--- config.mk ---
export PLATFORM = sky130hd
export DESIGN_NAME = toaster_seq
export DESIGN_NICKNAME = d
export VERILOG_FILES = /design/src/rtl/toaster_pkg.sv /design/src/rtl/toaster_timer.sv /design/src/rtl/toaster_seq.sv
export SDC_FILE = /design/constraint.sdc
export NUM_CORES = 1
export LEC_CHECK = 0
export CORE_MARGIN = 1
export CORE_UTILIZATION = 50
export CTS_CLUSTER_DIAMETER = 30
export DETAILED_ROUTE_END_ITERATION = 6
export GPL_ROUTABILITY_DRIVEN = 0
export PLACE_DENSITY = 0.71
export REMOVE_ABC_BUFFERS = 1
export SLEW_MARGIN = 10
export SYNTH_ARGS = -nofsm -noshare
export SYNTH_HDL_FRONTEND = slang
export SYNTH_SLANG_ARGS = --single-unit
--- constraint.sdc ---
create_clock -name clk -period 3.7 [get_ports clk]
set_input_delay 0.74 -clock clk [delete_from_list [all_inputs] [get_ports clk]]
set_output_delay 0.74 -clock clk [all_outputs]
set_load 0.03 [all_outputs]
--- src/rtl/toaster_pkg.sv ---
// Shared types and default cycle constants for the toaster sequencer.
package toaster_pkg;

  typedef enum logic [1:0] {
    IDLE      = 2'b00,
    WARMUP    = 2'b01,
    TOAST     = 2'b10,
    COOL_DOWN = 2'b11
  } state_t;

  typedef logic [1:0] level_t;

  localparam int DEF_CNT_W          = 16;
  localparam int DEF_WARMUP_CYC     = 8;
  localparam int DEF_TOAST_BASE_CYC = 16;
  localparam int DEF_TOAST_STEP_CYC = 8;
  localparam int DEF_COOL_CYC       = 12;

endpackage

--- src/rtl/toaster_timer.sv ---
// Loadable down-counter; holds at zero and flags it so phases end on the cycle the count reaches 0.
module toaster_timer #(
  parameter int CNT_W = 16
) (
  input  logic             clk,
  input  logic             rst,
  input  logic             load_i,
  input  logic [CNT_W-1:0] load_val_i,
  output logic             zero_o
);

  logic [CNT_W-1:0] cnt_q;

  // NOTE: sequential state uses non-blocking assignments so every flop samples pre-edge values.
  always_ff @(posedge clk or posedge rst) begin
    if (rst) begin
      cnt_q <= '0;
    end else if (load_i) begin
      cnt_q <= load_val_i;
    end else if (cnt_q != '0) begin
      cnt_q <= cnt_q - CNT_W'(1);
    end
  end

  assign zero_o = (cnt_q == '0);

endmodule

--- src/rtl/toaster_seq.sv ---
// Toaster heating-cycle sequencer: IDLE -> WARMUP -> TOAST -> COOL_DOWN -> IDLE.
// Define TOASTER_SEQ_OVERTEMP_EN to enable the sticky overtemperature abort/lockout.
module toaster_seq
  import toaster_pkg::*;
#(
  parameter int CNT_W          = DEF_CNT_W,
  parameter int WARMUP_CYC     = DEF_WARMUP_CYC,
  parameter int TOAST_BASE_CYC = DEF_TOAST_BASE_CYC,
  parameter int TOAST_STEP_CYC = DEF_TOAST_STEP_CYC,
  parameter int COOL_CYC       = DEF_COOL_CYC
) (
  input  logic       clk,
  input  logic       rst,
  input  logic       start_i,
  input  logic [1:0] level_i,
  input  logic       cancel_i,
  input  logic       overtemp_i,
  output logic       heater_o,
  output logic       busy_o,
  output logic [1:0] state_o,
  output logic       done_o,
  output logic       fault_o
);

  localparam logic [CNT_W-1:0] WARM_LOAD = CNT_W'(WARMUP_CYC - 1);
  localparam logic [CNT_W-1:0] COOL_LOAD = CNT_W'(COOL_CYC - 1);

  state_t           state_q, state_d;
  level_t           level_q, level_d;
  logic             heater_q, heater_d;
  logic             busy_q, busy_d;
  logic             done_q, done_d;
  logic             fault_q, fault_d;
  logic             tmr_load, tmr_zero;
  logic [CNT_W-1:0] tmr_val, toast_load;
  logic             abort, start_ok;

`ifdef TOASTER_SEQ_OVERTEMP_EN
  assign abort    = cancel_i | overtemp_i;
  assign start_ok = start_i & ~fault_q;
`else
  logic unused_overtemp;
  assign unused_overtemp = overtemp_i;
  assign abort           = cancel_i;
  assign start_ok        = start_i;
`endif

  assign toast_load = CNT_W'(TOAST_BASE_CYC) + CNT_W'(level_q) * CNT_W'(TOAST_STEP_CYC)
                    - CNT_W'(1);

  toaster_timer #(.CNT_W(CNT_W)) u_timer (
    .clk        (clk),
    .rst        (rst),
    .load_i     (tmr_load),
    .load_val_i (tmr_val),
    .zero_o     (tmr_zero)
  );

  always_ff @(posedge clk or posedge rst) begin
    if (rst) begin
      state_q  <= IDLE;
      level_q  <= '0;
      heater_q <= 1'b0;
      busy_q   <= 1'b0;
      done_q   <= 1'b0;
      fault_q  <= 1'b0;
    end else begin
      state_q  <= state_d;
      level_q  <= level_d;
      heater_q <= heater_d;
      busy_q   <= busy_d;
      done_q   <= done_d;
      fault_q  <= fault_d;
    end
  end

  // NOTE: every signal gets a default before the case so no path leaves it unassigned (no latches).
  always_comb begin
    state_d  = state_q;
    level_d  = level_q;
    tmr_load = 1'b0;
    tmr_val  = '0;
    unique case (state_q)
      IDLE: if (start_ok) begin
        state_d  = WARMUP;
        level_d  = level_i;
        tmr_load = 1'b1;
        tmr_val  = WARM_LOAD;
      end
      WARMUP: if (abort) begin
        state_d  = COOL_DOWN;
        tmr_load = 1'b1;
        tmr_val  = COOL_LOAD;
      end else if (tmr_zero) begin
        state_d  = TOAST;
        tmr_load = 1'b1;
        tmr_val  = toast_load;
      end
      TOAST: if (abort || tmr_zero) begin
        state_d  = COOL_DOWN;
        tmr_load = 1'b1;
        tmr_val  = COOL_LOAD;
      end
      COOL_DOWN: if (tmr_zero) state_d = IDLE;
    endcase
  end

  // Outputs are decoded from the next state so the registered copies line up with state_q.
  always_comb begin
    heater_d = (state_d == WARMUP) || (state_d == TOAST);
    busy_d   = (state_d != IDLE);
    done_d   = (state_q == COOL_DOWN) && tmr_zero;
`ifdef TOASTER_SEQ_OVERTEMP_EN
    fault_d  = fault_q | (overtemp_i && ((state_q == WARMUP) || (state_q == TOAST)));
`else
    fault_d  = 1'b0;
`endif
  end

  assign state_o  = state_q;
  assign heater_o = heater_q;
  assign busy_o   = busy_q;
  assign done_o   = done_q;
  assign fault_o  = fault_q;

endmodule

-- After elaboration in Yosys (flattened, before gate mapping)
Cells that the tools add are included.
- bits of input ports: 7
- word-level logic and storage cells: 41
- output and inout bits: 6
- register bits after elaboration: 23
- reduce and logical (&&, ||, !) cells: 9
- muxes and demuxes: 18
- equal/unequal tests: 5
- $add $sub $neg: 3
- operators with widths (operator ; count):
    two-way mux 16 bit ; 4
    case mux 16 bit (3 select lines) ; 1
    logical NOT 16 bit ; 1
    nonzero test 16 bit ; 1
    subtractor 16 x 1 -> 16 bit (second input constant) ; 1
    two-way mux 2 bit ; 5
    case mux 2 bit (4 select lines) ; 1
    subtractor 6 x 1 -> 7 bit (second input constant) ; 1
    adder 5 x 5 -> 6 bit (first input constant) ; 1
    == test 2 bit (second input constant) ; 3
    == test 2 x 1 -> 1 bit (second input constant) ; 2
    two-way mux 1 bit ; 4
    two-way mux 4 bit ; 1
    nonzero test 2 bit ; 2
    two-way mux 3 bit ; 1
    case mux 1 bit (3 select lines) ; 1
    logical NOT 2 bit ; 1
    logical OR 1 bit ; 2
    AND reduction 2 bit ; 1
    logical AND 1 bit ; 1

-- Longest topological paths before layout
Gate-level depths: netlist of run 1.
- depth in word-level cells: 6
- depth in mapped cells: 10
- gate-level depth less buffers: 9

-- Hierarchy
A second synthesis of run 1 with hierarchy kept.
- cells, all modules: 144
- area, all modules: 1413.9 um^2
- by module, submodules not included (module ; sequential area each (um^2) ; cells an instance ; area each (um^2) ; instances):
    toaster_timer ; 400.4 ; 102 ; 993.5 ; 1
    toaster_seq ; 175.2 ; 42 ; 420.4 ; 1

-- Least setup slack after synthesis of run 1
OpenSTA, ideal clock, no wires.
- kind: register to register
- from: reg u_timer.cnt_q[10]
- to: reg heater_q (netlist: heater_o)
- slack: 1.301 ns
- data arrival time: 2.273 ns
- data required time: 3.574 ns
- setup time: 0.126 ns
- stages on the path, launching flop included: 8
- period minus slack after synthesis: 2.399 ns
- cell sequence: dfrtp_1 or4_4 nor4_4 and2_4 buf_12 nor3_2 or3_1 ha_1
- word-level cells in the longest chain between the ends: 6
- ends and longest elaborated chain (element ; RTL line ; source):
    start: declaration ; toaster_timer.sv:12 ; logic [CNT_W-1:0] cnt_q;
    start signal: assignment ; toaster_timer.sv:19 ; cnt_q <= load_val_i;
    start signal: assignment ; toaster_timer.sv:21 ; cnt_q <= cnt_q - CNT_W'(1);
    logical NOT 16 bit (*) ; toaster_timer.sv:25 ; assign zero_o = (cnt_q == '0);
    two-way mux 2 bit or logical OR 1 bit (tied branches) ; toaster_seq.sv:94, toaster_seq.sv:99 ;
    two-way mux 2 bit, on equally long branches ; toaster_seq.sv:90, toaster_seq.sv:99 ;
    case mux 2 bit (4 select lines) (*) ; toaster_seq.sv:83 ; unique case (state_q)
    == test 2 x 1 -> 1 bit or == test 2 bit (tied branches) ; toaster_seq.sv:110 ; heater_d = (state_d == WARMUP) || (state_d == TOAST);
    logical OR 1 bit (*) ; toaster_seq.sv:110 ;
    net heater_d ; toaster_seq.sv:30 ; logic heater_q, heater_d;
    end signal: assignment ; toaster_seq.sv:70 ; heater_q <= heater_d;
    end: declaration ; toaster_seq.sv:30 ;
The timed path passes the listed nets; every way through them passes the cells marked *.
A chain may end at the register's enable or synchronous reset.

-- Worst setup path after layout of run 1
Ends and elaborated chain as after synthesis.

==> results.md, run 1 <==
- Mapped Avg Cell Area: 9.820 um2
- DP Cell Count: 167
- Htree depth: 1
- Max_slew headroom: 44.17%
- Worst path setup slack after routing: 1.148 ns
- Gr usage total: about a fifth
- Antenna violations before repair: 0
- Synth-to-Final Area Change: 9.556%
- Share of layout cells above drive strength 1: roughly a tenth
- ANT cells: 0
- Number of global-route vias before repair: about 940
- Wl on met1: roughly 1100 um
- WL final: 2361 um
- Hold Path Stages: 1
- RR Endpoint: heater_o$_DFF_PP0_
- YS warnings: 0
- FF+latch count, synth: 23
- Setup crit end kind: flop
- Worst R2R Path Depth: 6
- Post-synthesis cell type count: between 40 and 50
- Synth top area cells: dfrtp_1, nor2_1, xnor2_1
- Longest Clk Path Bufs: 2
- Core region area: 2455 um2
- Status: finished, final reports clean
- Largest net degree at the start of global routing: 24
- Final hold viol count: 0
- Crit start category: flop
- Endpoints failing setup: 0
- Placed cell area: around 1400 um2
- Total power divided by cell area: approximately 630 nW/um2
- TritonCTS clock tree: built
- Wire per inst: 13.81 um
- Via/cell ratio: 5.538
- Critical R2R Launch: u_timer.cnt_q[10]$_DFFE_PP0P_
- Seq/Total Area, Yosys: 44.40%
- Fin. max-slew vios: 0
- Clock Skew: 0.005270 ns
- Residual DRC: 0
- Power Total: 0.8900 mW
- Yosys top cell area share: 44.40%
- Vias post-DR: 947
- Worst Hold End: level_q[1]$_DFFE_PP0P_
- Std-Cell Rows: 18
- Worst IR drop on VDD: 0.3396 mV
- Drt pass-1 iters: 4
- Max cap viols: 0
- Cts repair resizes: 0
- Clock slew at reported path FFs: 0.13 ns
- Post-synth top area cell: dfrtp_1
- I/O pin count: 13
- Top sig layer: met4
- Clock Tree Root: clkbuf_4
- Place WS: 1.178 ns
- Most frequent cells in the layout: dfrtp_1, nor2_1, clkdlybuf4s50_1, xnor2_1, nand3_1
- CP arrival: 2.78 ns
- Crit Path Class: flop to flop
- Hold buffers post-CTS: 0
- Final period utilization: 68.97%
- Die area: 2800 um2
- Worst Hold Launch: level_q[1]$_DFFE_PP0P_
- Post-Synthesis Cells: between 100 and 150
- Commonest non-fill, non-tap cell in the layout: dfrtp_1
- Unrepaired setup endpoints after global routing: no
- Final min period: 2.552 ns
- Clock sink count: 23
- Die H: between 50 and 60 um
- Met3 wire length: around 74 um
- CTS buffer count: 3
- Achievable frequency: 391.9 MHz
- HPWL Detailed: around 1700 um
- Iteration-0 DRC Markers: 14
- Routed Antenna Nets: 0
- # Post-CTS Setup Buffers: 0
- Synthesized cell area: between 1000 and 1500 um2
- LEAKAGE: just under 0.6 nW
- Setup TNS: 0 ns
- CP required: 3.92 ns
- Cell area after layout: 1420 um2
- Met2 WL: ~1100 um
- Final std cells w/o fill: between 150 and 200
- Worst Tran Pin Value: between 0.8 and 0.9 ns
- Flop2flop setup slack: ~1.1 ns
- Grt total ovfl: 0
- Initial Utilization: 52.80%
- First-pass GRT wire length: 3981 um
- Port bufs: 10
- Final net count: 153
- Critical Path Fanout Max: 11
- Worst Hold Class: flop to flop
- Die W: 52.92 um
- Worst skew pair latency: between 0.3 and 0.4 ns
[sequential cells by signal, indices dropped and copies added, names as in the netlist]
register       flops
busy_o             1
u_timer.cnt_q     16
state_o            2
done_o             1
level_q            2
heater_o           1
[final cells by class]
type | instances | area (um2)
clock inverter | 1 | 5.005
timing repair buffer | 10 | 100.1
clock buffer | 3 | 22.52
sequential | 23 | 575.6
fill | 211 | 1035
tap | 30 | 37.54
inverter | 4 | 15.01
multi-input combinational | 100 | 664.4
[cell usage after synthesis]
cell type	instances
and2_4	1
nand4b_1	2
o31a_2	1
nand3_1	7
inv_1	4
xnor2_1	7
nor3b_2	1
or3_1	2
conb_1	1
or2_1	2
mux2i_1	2
or4_4	1
nor2b_1	2
nor2_1	18
a21oi_1	6
o21ai_0	6
nor4_1	1
mux2_2	2
o21ai_1	1
ha_1	4
and2_1	2
and4_1	1
buf_12	1
buf_2	2
nor4_4	1
xor2_1	5
or4_1	1
o21a_1	1
clkbuf_1	1
or3_4	1
dfrtp_1	23
nand4_1	1
nand2b_1	3
nor3_2	1
nand2_1	6
nor4b_1	1
nor3_1	6
o31ai_1	1
o311ai_0	1
buf_4	1
a211o_2	1
[worst max-delay path by stage]
stage	start	endpoint	slack [ns]
after floorplan	u_timer.cnt_q[10]$_DFFE_PP0P_	heater_o$_DFF_PP0_	1.35
after global placement	u_timer.cnt_q[10]$_DFFE_PP0P_	heater_o$_DFF_PP0_	1.20
after detailed placement	u_timer.cnt_q[10]$_DFFE_PP0P_	heater_o$_DFF_PP0_	1.18
after CTS	u_timer.cnt_q[10]$_DFFE_PP0P_	heater_o$_DFF_PP0_	1.13
after global routing	u_timer.cnt_q[10]$_DFFE_PP0P_	heater_o$_DFF_PP0_	0.98
final	u_timer.cnt_q[10]$_DFFE_PP0P_	heater_o$_DFF_PP0_	1.15
[worst max-delay path, stage by stage (launching register included)]
cell and delay (ns):
dfrtp_1 0.43, or4_4 0.57, nor4_4 0.48, and2_4 0.32, mux2i_1 0.25, o21ai_1 0.10, ha_1 0.30
[layer usage]
metal / track usage, % / vias up
met5: 0 / -
met2: 35.23 / 15
met1: 24.77 / 453
met3: 2.586 / 5
li1: - / 474
met4: 7.895 / 0
[cell families after synthesis]
logic type	Yosys count	share of synthesized area (%)
AND/OR/NAND/NOR	61	27.32
flip-flops	23	44.40
AO/OA/AOI/OAI	18	8.398
XOR/XNOR	12	8.108
buffers and inverters	9	4.343
adder cells (fa/ha/maj)	4	3.861
multiplexers	4	3.282
other	1	0.2893
[report_power, final]
group	switching, mW	internal, mW
sequential	0.0775	0.336
combinational	0.191	0.166
clock	0.0796	0.0406
[through the flow]
stage | util [%] | hold WS, ns
floorplan | - | 0.4848
global placement | 56.73 | 0.4956
detailed placement | 56.73 | 0.5041
CTS | 57.85 | 0.5338
global route | 57.85 | 0.5585
finish | 57.85 | 0.5323
No activity file was read; power rests on OpenSTA's default activity.
==> run 2, diff against run 1 <==
PLACE_DENSITY = 0.74   (was 0.71)
clock period = 2.17 ns   (was 3.7 ns; I/O delays follow)
==> run 2 against run 1 <==
  * Power increased by 86%
  * Final cell count up 9.4%
  * Register-to-register slack worse by 1.1 ns
  * Largest power group is now combinational logic
  * Non-clock buffer count up 16
  * Global-route usage rose by 2.5 points
  * Critical path type unchanged
  * Critical path depth did not move
  * Highest routed layer unchanged
  * Maximum frequency up 20%
  * Clock skew grew 0.013 ns
  * Sequential power up 65%
==> results.md, run 2 (synthesis results as in run 1) <==
- Endpoints failing setup: 0 (unchanged)
- Via/cell ratio: 5.428 (-2.0%)
- Critical path depth in cells: 6 (unchanged)
- Share of layout cells above drive strength 1: 19.11% (+9.2 points)
- Crit Path Class: flop to flop
- Place WS: -0.01495 ns (-1.193 ns)
- Final net count: 169 (+10%)
- Fin. max-slew vios: 0 (unchanged)
- Crit path largest cell delay: 0.55 ns (-0.02 ns)
- Port bufs: 10 (unchanged)
- Wire per inst: 13.69 um (-0.85%)
- Hold buffers post-CTS: 0 (unchanged)
- Crit start category: flop
- ANT cells: 0 (unchanged)
- Top reg by flops: u_timer.cnt_q
- CP arrival: 2.36 ns (-0.42 ns)
- Vias post-DR: 1015 (+7.2%)
- Final min period: 2.121 ns (-0.4312 ns)
- Htree depth: 1 (unchanged)
- Antenna violations before repair: 0 (unchanged)
- Die area: 2800 um2 (unchanged)
- Register area: 575.6 um2 (unchanged)
- Number of buffers and inverters on the critical path: 0 (unchanged)
- Final Core Density: 63.10% (+5.2 points)
- Max cap viols: 0 (unchanged)
- Drt pass-1 iters: 4 (unchanged)
- Residual DRC: 0 (unchanged)
- Commonest non-fill, non-tap cell in the layout: dfrtp_1
- CTS buffer count: 3 (unchanged)
- Clock Skew: 0.01839 ns (+0.01312 ns)
- Setup crit end kind: flop
- Clock sink count: 23 (unchanged)
- Critical Path Fanout Max: 3 (-8)
- Worst R2R Path Depth: 6 (unchanged)
- Status: finished, final reports clean
- Core region area: 2455 um2 (unchanged)
- Number of global-route vias before repair: 999 (+6.8%)
- Worst IR drop on VDD: 0.7104 mV (+110%)
- Synth-to-Final Area Change: 19.50%
- I/O pin count: 13 (unchanged)
- HPWL Detailed: 1888 um (+12%)
- WL final: 2560 um (+8.4%)
- Most frequent cells in the layout: dfrtp_1, nor2_1, buf_4, clkdlybuf4s50_1
- Iteration-0 DRC Markers: 23 (+9)
- Critical Path, Cell by Cell: or4_4 > nor4_4 > and2_4 > nor3_2 > or3_1 > ha_1
- TritonCTS clock tree: built
- Clock slew at reported path FFs: 0.14 ns (about the same)
- Longest Clk Path Bufs: 2 (unchanged)
- Initial Utilization: 52.80% (unchanged)
- CP max-delay cell: or4_4
- Clock Tree Root: clkbuf_4
- Achievable frequency: 471.6 MHz (+20%)
- Final hold viol count: 0 (unchanged)
- Die H: 52.92 um (unchanged)
- Final period utilization: 97.72% (+29 points)
- LEAKAGE: 0.6604 nW (+14%)
- Worst path setup slack after routing: 0.04946 ns (-1.099 ns)
- Grt total ovfl: 0 (unchanged)
- Die W: 52.92 um (unchanged)
- Gr usage total: 22.60% (+2.5 points)
- Unrepaired setup endpoints after global routing: yes
- Std-Cell Rows: 18 (unchanged)
- CP required: 2.41 ns (-1.51 ns)
- Routed Antenna Nets: 0 (unchanged)
- Total power divided by cell area: 1070 nW/um2 (+71%)
- First-pass GRT wire length: 4450 um (+12%)
- Area of the multi-input gates: 670.6 um2 (+0.94%)
- Largest net degree at the start of global routing: 24 (unchanged)
- Worst skew pair latency: 0.33 ns (about the same)
- # fillers: 203 (-3.8%)
- Max reg flops: 16 (unchanged)
- Crit path max-delay family: simple AND/OR/NAND/NOR gates
- Power Total: 1.657 mW (+86%)
- Worst Hold Class: input pin to async pin
==> run 2: cell types whose count changed in the layout (fill, tap and decap cells not counted), sizes merged <==
| cell | change |
|---|---|
| buf | +16 |
| clkinvlp | +1 |
| clkinv | -1 |
==> run 2: worst reg2reg max path, cell delays in order, from the launching register on <==
cell,delay [ns]
dfrtp_1,0.40
or4_4,0.55
nor4_4,0.25
and2_4,0.21
nor3_2,0.05
or3_1,0.31
ha_1,0.27
==> run 2: through the flow <==
stage                     hold slack (ns)  cell area, um2  cells   TNS, ns
after global routing               0.4488            1549    187  -0.05461
final                              0.4236            1549    187         0
after floorplan                    0.4359            1255    127   -0.2451
after CTS                          0.4354            1534    185         0
after detailed placement           0.5161            1498    181  -0.01495
after global placement             0.5017            1498    181         0
==> run 2: final timing paths <==
kind                                               startpoint                             to  slack (ns)
worst max-delay path            u_timer.cnt_q[10]$_DFFE_PP0P_             heater_o$_DFF_PP0_        0.05
worst min-delay path                                      rst  u_timer.cnt_q[13]$_DFFE_PP0P_        0.42
worst max register to register  u_timer.cnt_q[10]$_DFFE_PP0P_             heater_o$_DFF_PP0_        0.05
worst min register to register         level_q[1]$_DFFE_PP0P_         level_q[1]$_DFFE_PP0P_        0.54
max in group asynchronous                                 rst   u_timer.cnt_q[7]$_DFFE_PP0P_        1.49
min in group clk                       level_q[1]$_DFFE_PP0P_         level_q[1]$_DFFE_PP0P_        0.54
==> run 2: final cells by class <==
| class | count | area share (%) |
|---|---|---|
| clock buffer | 3 | 1.454 |
| clock inverter | 1 | 0.4847 |
| sequential | 23 | 37.16 |
| timing repair buffer | 26 | 14.22 |
| tap | 30 | 2.423 |
| inverter | 4 | 0.9693 |
| multi-input combinational | 100 | 43.30 |
==> run 2: report_power, final <==
| part | switching, mW | internal, mW |
|---|---|---|
| Clock | 0.140 | 0.0706 |
| Sequential | 0.109 | 0.573 |
| Combinational | 0.385 | 0.380 |
| Total | 0.634 | 1.02 |
==> run 2: metal layers <==
metal	share of wire (%)	global-route usage [%]	vias up	routed length, um
met3	1.6	3.448	5	41
met4	1.8	9.211	0	47
met1	48	28.99	494	1216
li1	-	-	506	-
met2	49	37.76	10	1255
met5	0	0	-	0
==> run 2: what timing repair did <==
action / 4_1_cts / 5_1_grt
setup buffers: 0 / 2
resized for setup: 1 / 0
pin swaps: 2 / 1
setup endpoints to repair: 1 / 3
